$ cat config.mk
export PLATFORM = sky130hd
export DESIGN_NAME = exc_request_ctrl_flat
export DESIGN_NICKNAME = d
export VERILOG_FILES = /design/src/rtl/exc_request_ctrl_pkg.sv /design/src/rtl/exc_request_ctrl_if.sv /design/src/rtl/exc_request_ctrl_sync.sv /design/src/rtl/exc_request_ctrl.sv /design/src/flat_wrapper.sv
export SDC_FILE = /design/constraint.sdc
export NUM_CORES = 1
export LEC_CHECK = 0
export BUFFER_PORTS_ARGS = -buffer_cell sky130_fd_sc_hd__buf_2
export CAP_MARGIN = 15
export CORE_UTILIZATION = 50
export DETAILED_ROUTE_END_ITERATION = 8
export PLACE_DENSITY = 0.86
export SYNTH_ARGS = -nofsm -noshare
export SYNTH_HDL_FRONTEND = slang
export SYNTH_SLANG_ARGS = --single-unit
$ cat constraint.sdc
create_clock -name clk -period 1.7 [get_ports clk]
set_clock_uncertainty 0.2 [all_clocks]
set_input_delay 0.17 -clock clk [delete_from_list [all_inputs] [get_ports clk]]
set_output_delay 0.17 -clock clk [all_outputs]
set_load 0.02 [all_outputs]
$ cat src/rtl/exc_request_ctrl_pkg.sv
// Shared types and constants for the exception-request controller.
package exc_pkg;

    // Controller states: waiting, requesting the CPU, CPU inside handler
    typedef enum logic [1:0] {
        IDLE    = 2'd0,
        REQ     = 2'd1,
        SERVICE = 2'd2
    } state_t;

    localparam logic [1:0] SRC0       = 2'd0;
    localparam logic [1:0] SRC1       = 2'd1;
    localparam logic [1:0] SRC2       = 2'd2;
    localparam logic [1:0] CAUSE_NONE = 2'd3;

    // Fixed priority, source 0 highest; caller guarantees req is non-zero
    function automatic logic [1:0] prioSelect(input logic [2:0] req);
        logic [1:0] idx;
        if (req[0]) begin
            idx = SRC0;
        end else if (req[1]) begin
            idx = SRC1;
        end else begin
            idx = SRC2;
        end
        return idx;
    endfunction

    // Source index to one-hot request vector; CAUSE_NONE maps to all zero
    function automatic logic [2:0] srcOneHot(input logic [1:0] idx);
        logic [2:0] vec;
        case (idx)
            SRC0:    vec = 3'b001;
            SRC1:    vec = 3'b010;
            SRC2:    vec = 3'b100;
            default: vec = 3'b000;
        endcase
        return vec;
    endfunction

endpackage

$ cat src/rtl/exc_request_ctrl_if.sv
// Handshake between the exception-request controller and the CPU.
interface exc_request_ctrl_if;

    logic       expsrc0;
    logic       expsrc1;
    logic       expsrc2;
    logic [1:0] cause;
    logic       cpu_ack;
    logic       cpu_eret;

    // Requesting side (this controller)
    modport master (
        output expsrc0,
        output expsrc1,
        output expsrc2,
        output cause,
        input  cpu_ack,
        input  cpu_eret
    );

    // Serving side (the CPU)
    modport slave (
        input  expsrc0,
        input  expsrc1,
        input  expsrc2,
        input  cause,
        output cpu_ack,
        output cpu_eret
    );

endinterface

$ cat src/rtl/exc_request_ctrl_sync.sv
// Multi-flop synchroniser for one asynchronous event line followed by a
// rising-edge detector on the synchronised value.
module sync_edge_det #(
    parameter int STAGES = 2
) (
    input  logic clk,
    input  logic reset,
    input  logic async_i,
    output logic edge_o
);

    logic [STAGES-1:0] sync_q;
    logic              prev_q;

    // Shift the raw line through the synchroniser and remember the last value
    always_ff @(posedge clk or negedge reset) begin
        if (!reset) begin
            sync_q <= '0;
            prev_q <= 1'b0;
        end else begin
            sync_q <= {sync_q[STAGES-2:0], async_i};
            prev_q <= sync_q[STAGES-1];
        end
    end

    assign edge_o = sync_q[STAGES-1] & ~prev_q;

endmodule

$ cat src/rtl/exc_request_ctrl.sv
// Exception-request controller: latches synchronised event edges as pending
// requests, presents one prioritised request to the CPU at a time, waits for
// the handler to return, counts taken exceptions and flags lost events.
module exc_request_ctrl
    import exc_pkg::*;
#(
    parameter int SYNC_STAGES = 2,
    parameter int CNT_W       = 11
) (
    input  logic             clk,
    input  logic             reset,
    input  logic [2:0]       ev_in,
    input  logic [2:0]       mask,
    input  logic             clr_ovf,
    exc_request_ctrl_if.master cpu,
    output logic             busy,
    output logic [2:0]       ovf,
    output logic [CNT_W-1:0] cnt_taken
);

    logic [2:0]       edgeDet;
    logic [2:0]       pend_q,   pend_d;
    logic [2:0]       ovf_q,    ovf_d;
    logic [2:0]       expsrc_q, expsrc_d;
    logic [1:0]       sel_q,    sel_d;
    logic             busy_q,   busy_d;
    logic [CNT_W-1:0] cnt_q,    cnt_d;
    state_t           state_q,  state_d;
    logic             ackTake;
    logic [2:0]       clrVec;
    logic [2:0]       eligible;

    for (genvar i = 0; i < 3; i++) begin : g_sync
        sync_edge_det #(
            .STAGES (SYNC_STAGES)
        ) u_sync (
            .clk     (clk),
            .reset   (reset),
            .async_i (ev_in[i]),
            .edge_o  (edgeDet[i])
        );
    end

    assign eligible = pend_q & mask;

    // Next state, selection latch and registered request lines
    always_comb begin
        state_d  = state_q;
        sel_d    = sel_q;
        ackTake  = 1'b0;
        case (state_q)
            IDLE: begin
                if (|eligible) begin
                    sel_d   = prioSelect(eligible);
                    state_d = REQ;
                end
            end
            REQ: begin
                if (cpu.cpu_ack) begin
                    ackTake = 1'b1;
                    state_d = SERVICE;
                end
            end
            SERVICE: begin
                if (cpu.cpu_eret) begin
                    state_d = IDLE;
                end
            end
            default: begin
                state_d = IDLE;
            end
        endcase
        expsrc_d = (state_d == REQ) ? srcOneHot(sel_d) : 3'b000;
        busy_d   = (state_d != IDLE);
    end

    // Pending set wins over the clear of the served source; a new edge on a
    // still-pending source is a lost event unless that source is cleared now
    always_comb begin
        clrVec = ackTake ? srcOneHot(sel_q) : 3'b000;
        pend_d = (pend_q & ~clrVec) | edgeDet;
        ovf_d  = (clr_ovf ? 3'b000 : ovf_q) | (edgeDet & pend_q & ~clrVec);
        cnt_d  = ackTake ? cnt_q + CNT_W'(1) : cnt_q;
    end

    // Controller state and all output registers
    always_ff @(posedge clk or negedge reset) begin
        if (!reset) begin
            state_q  <= IDLE;
            sel_q    <= CAUSE_NONE;
            pend_q   <= 3'b000;
            ovf_q    <= 3'b000;
            expsrc_q <= 3'b000;
            busy_q   <= 1'b0;
            cnt_q    <= '0;
        end else begin
            state_q  <= state_d;
            sel_q    <= sel_d;
            pend_q   <= pend_d;
            ovf_q    <= ovf_d;
            expsrc_q <= expsrc_d;
            busy_q   <= busy_d;
            cnt_q    <= cnt_d;
        end
    end

    assign cpu.expsrc0 = expsrc_q[0];
    assign cpu.expsrc1 = expsrc_q[1];
    assign cpu.expsrc2 = expsrc_q[2];
    assign cpu.cause   = sel_q;
    assign busy        = busy_q;
    assign ovf         = ovf_q;
    assign cnt_taken   = cnt_q;

endmodule

$ cat src/flat_wrapper.sv
// flat-port wrapper written by rule: the top's interface ports become plain ports
module exc_request_ctrl_flat import exc_pkg::*;
#(
    parameter int SYNC_STAGES = 2,
    parameter int CNT_W       = 11
)
  (clk, reset, ev_in, mask, clr_ovf, busy, ovf, cnt_taken, cpu_expsrc0, cpu_expsrc1, cpu_expsrc2, cpu_cause, cpu_cpu_ack, cpu_cpu_eret);
  exc_request_ctrl_if cpu_i ();
  input  logic clk;
  input  logic reset;
  input  logic [2:0] ev_in;
  input  logic [2:0] mask;
  input  logic clr_ovf;
  output logic busy;
  output logic [2:0] ovf;
  output logic [CNT_W-1:0] cnt_taken;
  output wire logic [$bits(cpu_i.expsrc0)-1:0] cpu_expsrc0;
  output wire logic [$bits(cpu_i.expsrc1)-1:0] cpu_expsrc1;
  output wire logic [$bits(cpu_i.expsrc2)-1:0] cpu_expsrc2;
  output wire logic [$bits(cpu_i.cause)-1:0] cpu_cause;
  input wire logic [$bits(cpu_i.cpu_ack)-1:0] cpu_cpu_ack;
  input wire logic [$bits(cpu_i.cpu_eret)-1:0] cpu_cpu_eret;
  assign cpu_expsrc0 = cpu_i.expsrc0;
  assign cpu_expsrc1 = cpu_i.expsrc1;
  assign cpu_expsrc2 = cpu_i.expsrc2;
  assign cpu_cause = cpu_i.cause;
  assign cpu_i.cpu_ack = cpu_cpu_ack;
  assign cpu_i.cpu_eret = cpu_cpu_eret;
  exc_request_ctrl #(.SYNC_STAGES(SYNC_STAGES), .CNT_W(CNT_W)) u_core (.clk(clk), .reset(reset), .ev_in(ev_in), .mask(mask), .clr_ovf(clr_ovf), .cpu(cpu_i), .busy(busy), .ovf(ovf), .cnt_taken(cnt_taken));
endmodule
[Word-level counts from Yosys, hierarchy flattened]
Index checks and enable logic that the tools add are counted.
W data, S select, Z words.
Storage, ports and cells
  register bits after elaboration: 34
  input bits: 11
  word-level logic and storage cells: 54
Operators by class
  add/sub/neg operators: 1
  equality and inequality tests: 7
  multiplexer cells: 15
  bitwise gates (word level): 13
  reductions and logical operators: 5
Operator list (count)
  $pmux W3 S3: 2
  $mux W2: 7
  $and A3 B3 Y3: 4
  $add A11 B1 Y11 const B: 1
  $mux W3: 3
  $eq A2 B1 Y1 const B: 4
  $eq A2 B2 Y1 const B: 3
  $logic_not A2 Y1: 3
  $or A3 B3 Y3: 2
  $pmux W2 S3: 1
  $and A1 B1 Y1: 3
  $not A1 Y1: 3
  $not A3 Y3: 1
  $reduce_or A3 Y1: 1
  $mux W1: 2
  $reduce_bool A2 Y1: 1

[Longest topological paths before layout]
  word-level depth: 8
  mapped depth: 5
  gate-level depth less buffers: 4

[Modules after synthesis]
From an unflattened synthesis, not the netlist that was laid out.
Unflattened totals
  cells, all modules: 112
  area total of the unflattened synthesis: 1435.1 um^2
By module, submodules not included
  exc_request_ctrl: times used 1, cells each 100, area an instance 1168.6 um^2, sequential area each 628.1 um^2
  sync_edge_det: times used 3, cells each 4, area an instance 88.8 um^2, sequential area each 75.1 um^2

[Least setup slack after synthesis]
Ideal clock, no wire load.
  path type: register to register
  from: reg u_core.cnt_q[0] (netlist: u_core.cnt_taken[0])
  to: reg u_core.cnt_q[8] (netlist: u_core.cnt_taken[8])
  setup time: 0.080 ns
  arrival: 1.256 ns
  data required time: 1.420 ns
  setup slack: 0.164 ns
  stages on the path, launching flop included: 5
  path buffers: 0
  cells stage by stage: dfrtp_1 -> ha_1 -> nand4b_1 -> nor3_1 -> xor2_1
On the way
  word-level cells in the longest chain between the ends: 1
Ends and longest elaborated chain
  start, declared: RTL line exc_request_ctrl.sv:27  | logic [CNT_W-1:0] cnt_q, cnt_d;
  start signal, assigned: RTL line exc_request_ctrl.sv:103  | cnt_q <= cnt_d;
  $add A11 B1 Y11: RTL line exc_request_ctrl.sv:83  | cnt_d = ackTake ? cnt_q + CNT_W'(1) : cnt_q;
No other way between the ends.
A chain may end at the register's enable or synchronous reset.

[Final worst setup path]
  from: reg u_core.state_q[1]
  to: reg u_core.cnt_q[7] (netlist: u_core.cnt_taken[7])
On the way
  word-level cells in the longest chain between the ends: 2
Ends and longest elaborated chain
  start, declared: RTL line exc_request_ctrl.sv:28  | state_t state_q, state_d;
  start signal, assigned: RTL line exc_request_ctrl.sv:97  | state_q <= state_d;
  $eq A2 B1 Y1: RTL line exc_request_ctrl.sv:51  | case (state_q)
  $mux W1: RTL line exc_request_ctrl.sv:51
No other way between the ends.

==> impl_metrics.env <==
export IMPL_status="completed"
export IMPL_ir_worst_vdd_mv=1.071
export IMPL_synth_avg_cell_area_um2=12.42
export IMPL_relSlewSlack=0.7322
export IMPL_clk_pin_slew_ps=110
export IMPL_path_delay_family="simple AND/OR/NAND/NOR gates"
export IMPL_syn_num_nets=120
export IMPL_ios=31
export IMPL_synthTopCellsByCount="dfrtp_1 (32), nand2_1 (11), nor2_1 (8), xor2_1 (8), inv_1 (5)"
export IMPL_first_pass_iters=4
export IMPL_postCtsSetupBuffers=0
export IMPL_p_sw_frac=0.3723
export IMPL_dpl_hpwl_um=1664
export IMPL_total_power_uw=2700
export IMPL_worstPathRequired_ps=1750
export IMPL_hold_class="input port to flip-flop"
export IMPL_utilization=0.6782
export IMPL_grt_max_degree=35
export IMPL_first_iter_violations=13
export IMPL_p_sw_uw=1005
export IMPL_die_height_um=53.80
export IMPL_cts_root_buf="clkbuf_4"
export IMPL_setup_viol=0
export IMPL_area_growth_pct=26.40
export IMPL_slew_viol_final=0
export IMPL_leakage_uw=0.0008464
export IMPL_synth_top_cell_area_share=0.5970
export IMPL_cts_max_path_buffers=2
export IMPL_clk_latency_ps=320
export IMPL_end_kind="flip-flop"
export IMPL_grt_use_met2=0.2840
export IMPL_synthTopCellsByArea="dfrtp_1 (60%), xor2_1 (5.2%), dfstp_2 (3.9%)"
export IMPL_initial_core_util=0.5365
export IMPL_dieWidth_um=53.80
export IMPL_ys_warn_count=0
export IMPL_antenna_left=0
export IMPL_gp_congestion=0.8522
export IMPL_core_area_um2=2500
export IMPL_ys_ff_latch=34
export IMPL_fmax_ghz=0.6277
export IMPL_path_depth=3
export IMPL_synth_most_common_cell="dfrtp_1"
export IMPL_tritoncts="built"
export IMPL_fp_row_count=18
export IMPL_port_buffers=30
export IMPL_drv_cap=0
export IMPL_p_int_uw=1695
export IMPL_syn_area_um2=1341
export IMPL_p_seq_frac=0.465
export IMPL_use_met1=0.2398
export IMPL_final_min_clock_period_ps=1593
export IMPL_worst_path_buf_inv=0
export IMPL_r2r_cells=3
export IMPL_timing_hold_ws_ps=104.6
export IMPL_worst_pin_slew_ps=401.7
export IMPL_track_usage=0.1892
export IMPL_top_usage_layer="met2"
export IMPL_async_reset_ff_frac=1.000
export IMPL_path_max_fanout=11
export IMPL_viasPerCell=5.174
export IMPL_min_period_over_period=0.9372
export IMPL_drc=0
export IMPL_dp_slack_ps=98.00
export IMPL_cts_sinks=34
export IMPL_ys_flop_type="dfrtp_1"
export IMPL_path_cells="nand3b_4 > nor4_1 > xor2_1"
export IMPL_drt_total_wl_um=2435
export IMPL_clkPwrFrac=0.214
export IMPL_p_comb_frac=0.321
export IMPL_htree_levels=2
export IMPL_cp_slowest_cell="dfrtp_1"
export IMPL_grt_pass1_vias=840
export IMPL_path_class="flip-flop to flip-flop"
export IMPL_synthCells=108
export IMPL_routedWlPerCell_um=13.23
export IMPL_arrival_ps=1650
export IMPL_pwr_density_cell_nw_per_um2=1592
export IMPL_final_hold_viol_count=0
export IMPL_vias=952
export IMPL_globalRouteOverflowTotal=0
export IMPL_die_area_um2=2894
export IMPL_numCtsBuffers=5
export IMPL_nets=165
export IMPL_grt_pass1_wl_um=3746
export IMPL_synth_edff_count=0
export IMPL_diodes=0
export IMPL_fin_ws_ps=106.8
export IMPL_yosysUniqueCellTypes=33
export IMPL_critPathLaunchType="flip-flop"
export IMPL_synth_seq_area_share=0.6362
export IMPL_holdPathStages=4
export IMPL_yosys_area_top_type="dfrtp_1"
export IMPL_critPathMaxStageDelay_ps=470
export IMPL_drive_above_1_share=0.2987
export IMPL_antenna_found_initial=0
export IMPL_gr_usage_met3=0.05932
[kinds of logic after synthesis]
logic type	after synthesis	synth area share
fa+ha+maj	1	0.009327
buf+inv	7	0.02799
compound gates	14	0.07276
flops	34	0.6362
simple gates	41	0.1801
mux	1	0.008395
xor+xnor	10	0.06530
[state kept, by name, indices dropped and copies added (netlist names)]
name / cells
u_core.ovf: 3
u_core.busy: 1
u_core.expsrc_q: 3
u_core.cnt_taken: 11
u_core.g_sync.u_sync.prev_q: 3
u_core.g_sync.u_sync.sync_q: 6
u_core.state_q: 2
u_core.cpu.cause: 2
u_core.pend_q: 3
[worst register-to-register path, cell delays in order, from the launching register on]
cell and delay, ps:
dfrtp_1 470, nand3b_4 280, nor4_1 380, xor2_1 190
[timing repair]
action                     4_1_cts  5_1_grt
setup endpoints to repair        0        1
hold endpoints to repair        45        0
resized for setup                0        1
hold buffers                     9        0
[power groups by stage]
stage,clock network (uW),logic [uW],registers (uW)
2_1_floorplan,0,467,1380
4_1_cts,608,867,1250
3_3_place_gp,0,825,1250
3_5_place_dp,0,846,1260
5_1_grt,640,943,1280
6_report,579,866,1250
[final cells by class]
type	count	area (um^2)
fill	182	804.5
multi-input combinational	67	455.4
sequential	34	853.3
clock buffer	5	37.54
tap	30	37.54
clock inverter	3	45.04
inverter	5	18.77
timing repair buffer	40	247.7
[through the flow]
stage | instances | setup TNS, ps | instance area (um^2)
2_1_floorplan | 108 | 0 | 1341
3_3_place_gp | 167 | 0 | 1518
3_5_place_dp | 167 | 0 | 1518
4_1_cts | 184 | 0 | 1690
5_1_grt | 184 | -31.47 | 1695
6_report | 184 | 0 | 1695
[cells in the final DEF (no fill, tap or decap), types with 4 or more instances in the layout]
master / count
nor2_1: 8
clkbuf_4: 5
dfrtp_1: 32
dlygate4sd3_1: 9
nand2_1: 11
buf_2: 30
xor2_1: 8
nand2b_1: 4
inv_1: 5
[path summary, 6_finish.rpt]
check | from | to | slack [ps]
setup / recovery | u_core.state_q[1] | u_core.cnt_taken[7] | 110
hold / removal | mask[2] | u_core.cpu.cause[1] | 100
setup reg to reg | u_core.state_q[1] | u_core.cnt_taken[7] | 110
hold reg to reg | u_core.g_sync[2].u_sync.sync_q[0] | u_core.g_sync[2].u_sync.sync_q[1] | 160
max in group asynchronous | reset | u_core.cpu.cause[0] | 790
min in group asynchronous | reset | u_core.g_sync[1].u_sync.sync_q[1] | 180
[per-layer routing]
metal	routed length, um	part of all wire
met1	1092	0.45
met2	1221	0.50
met3	106	0.044
met4	15	0.0062
met5	0	0
(Power assumes the default switching activity.)
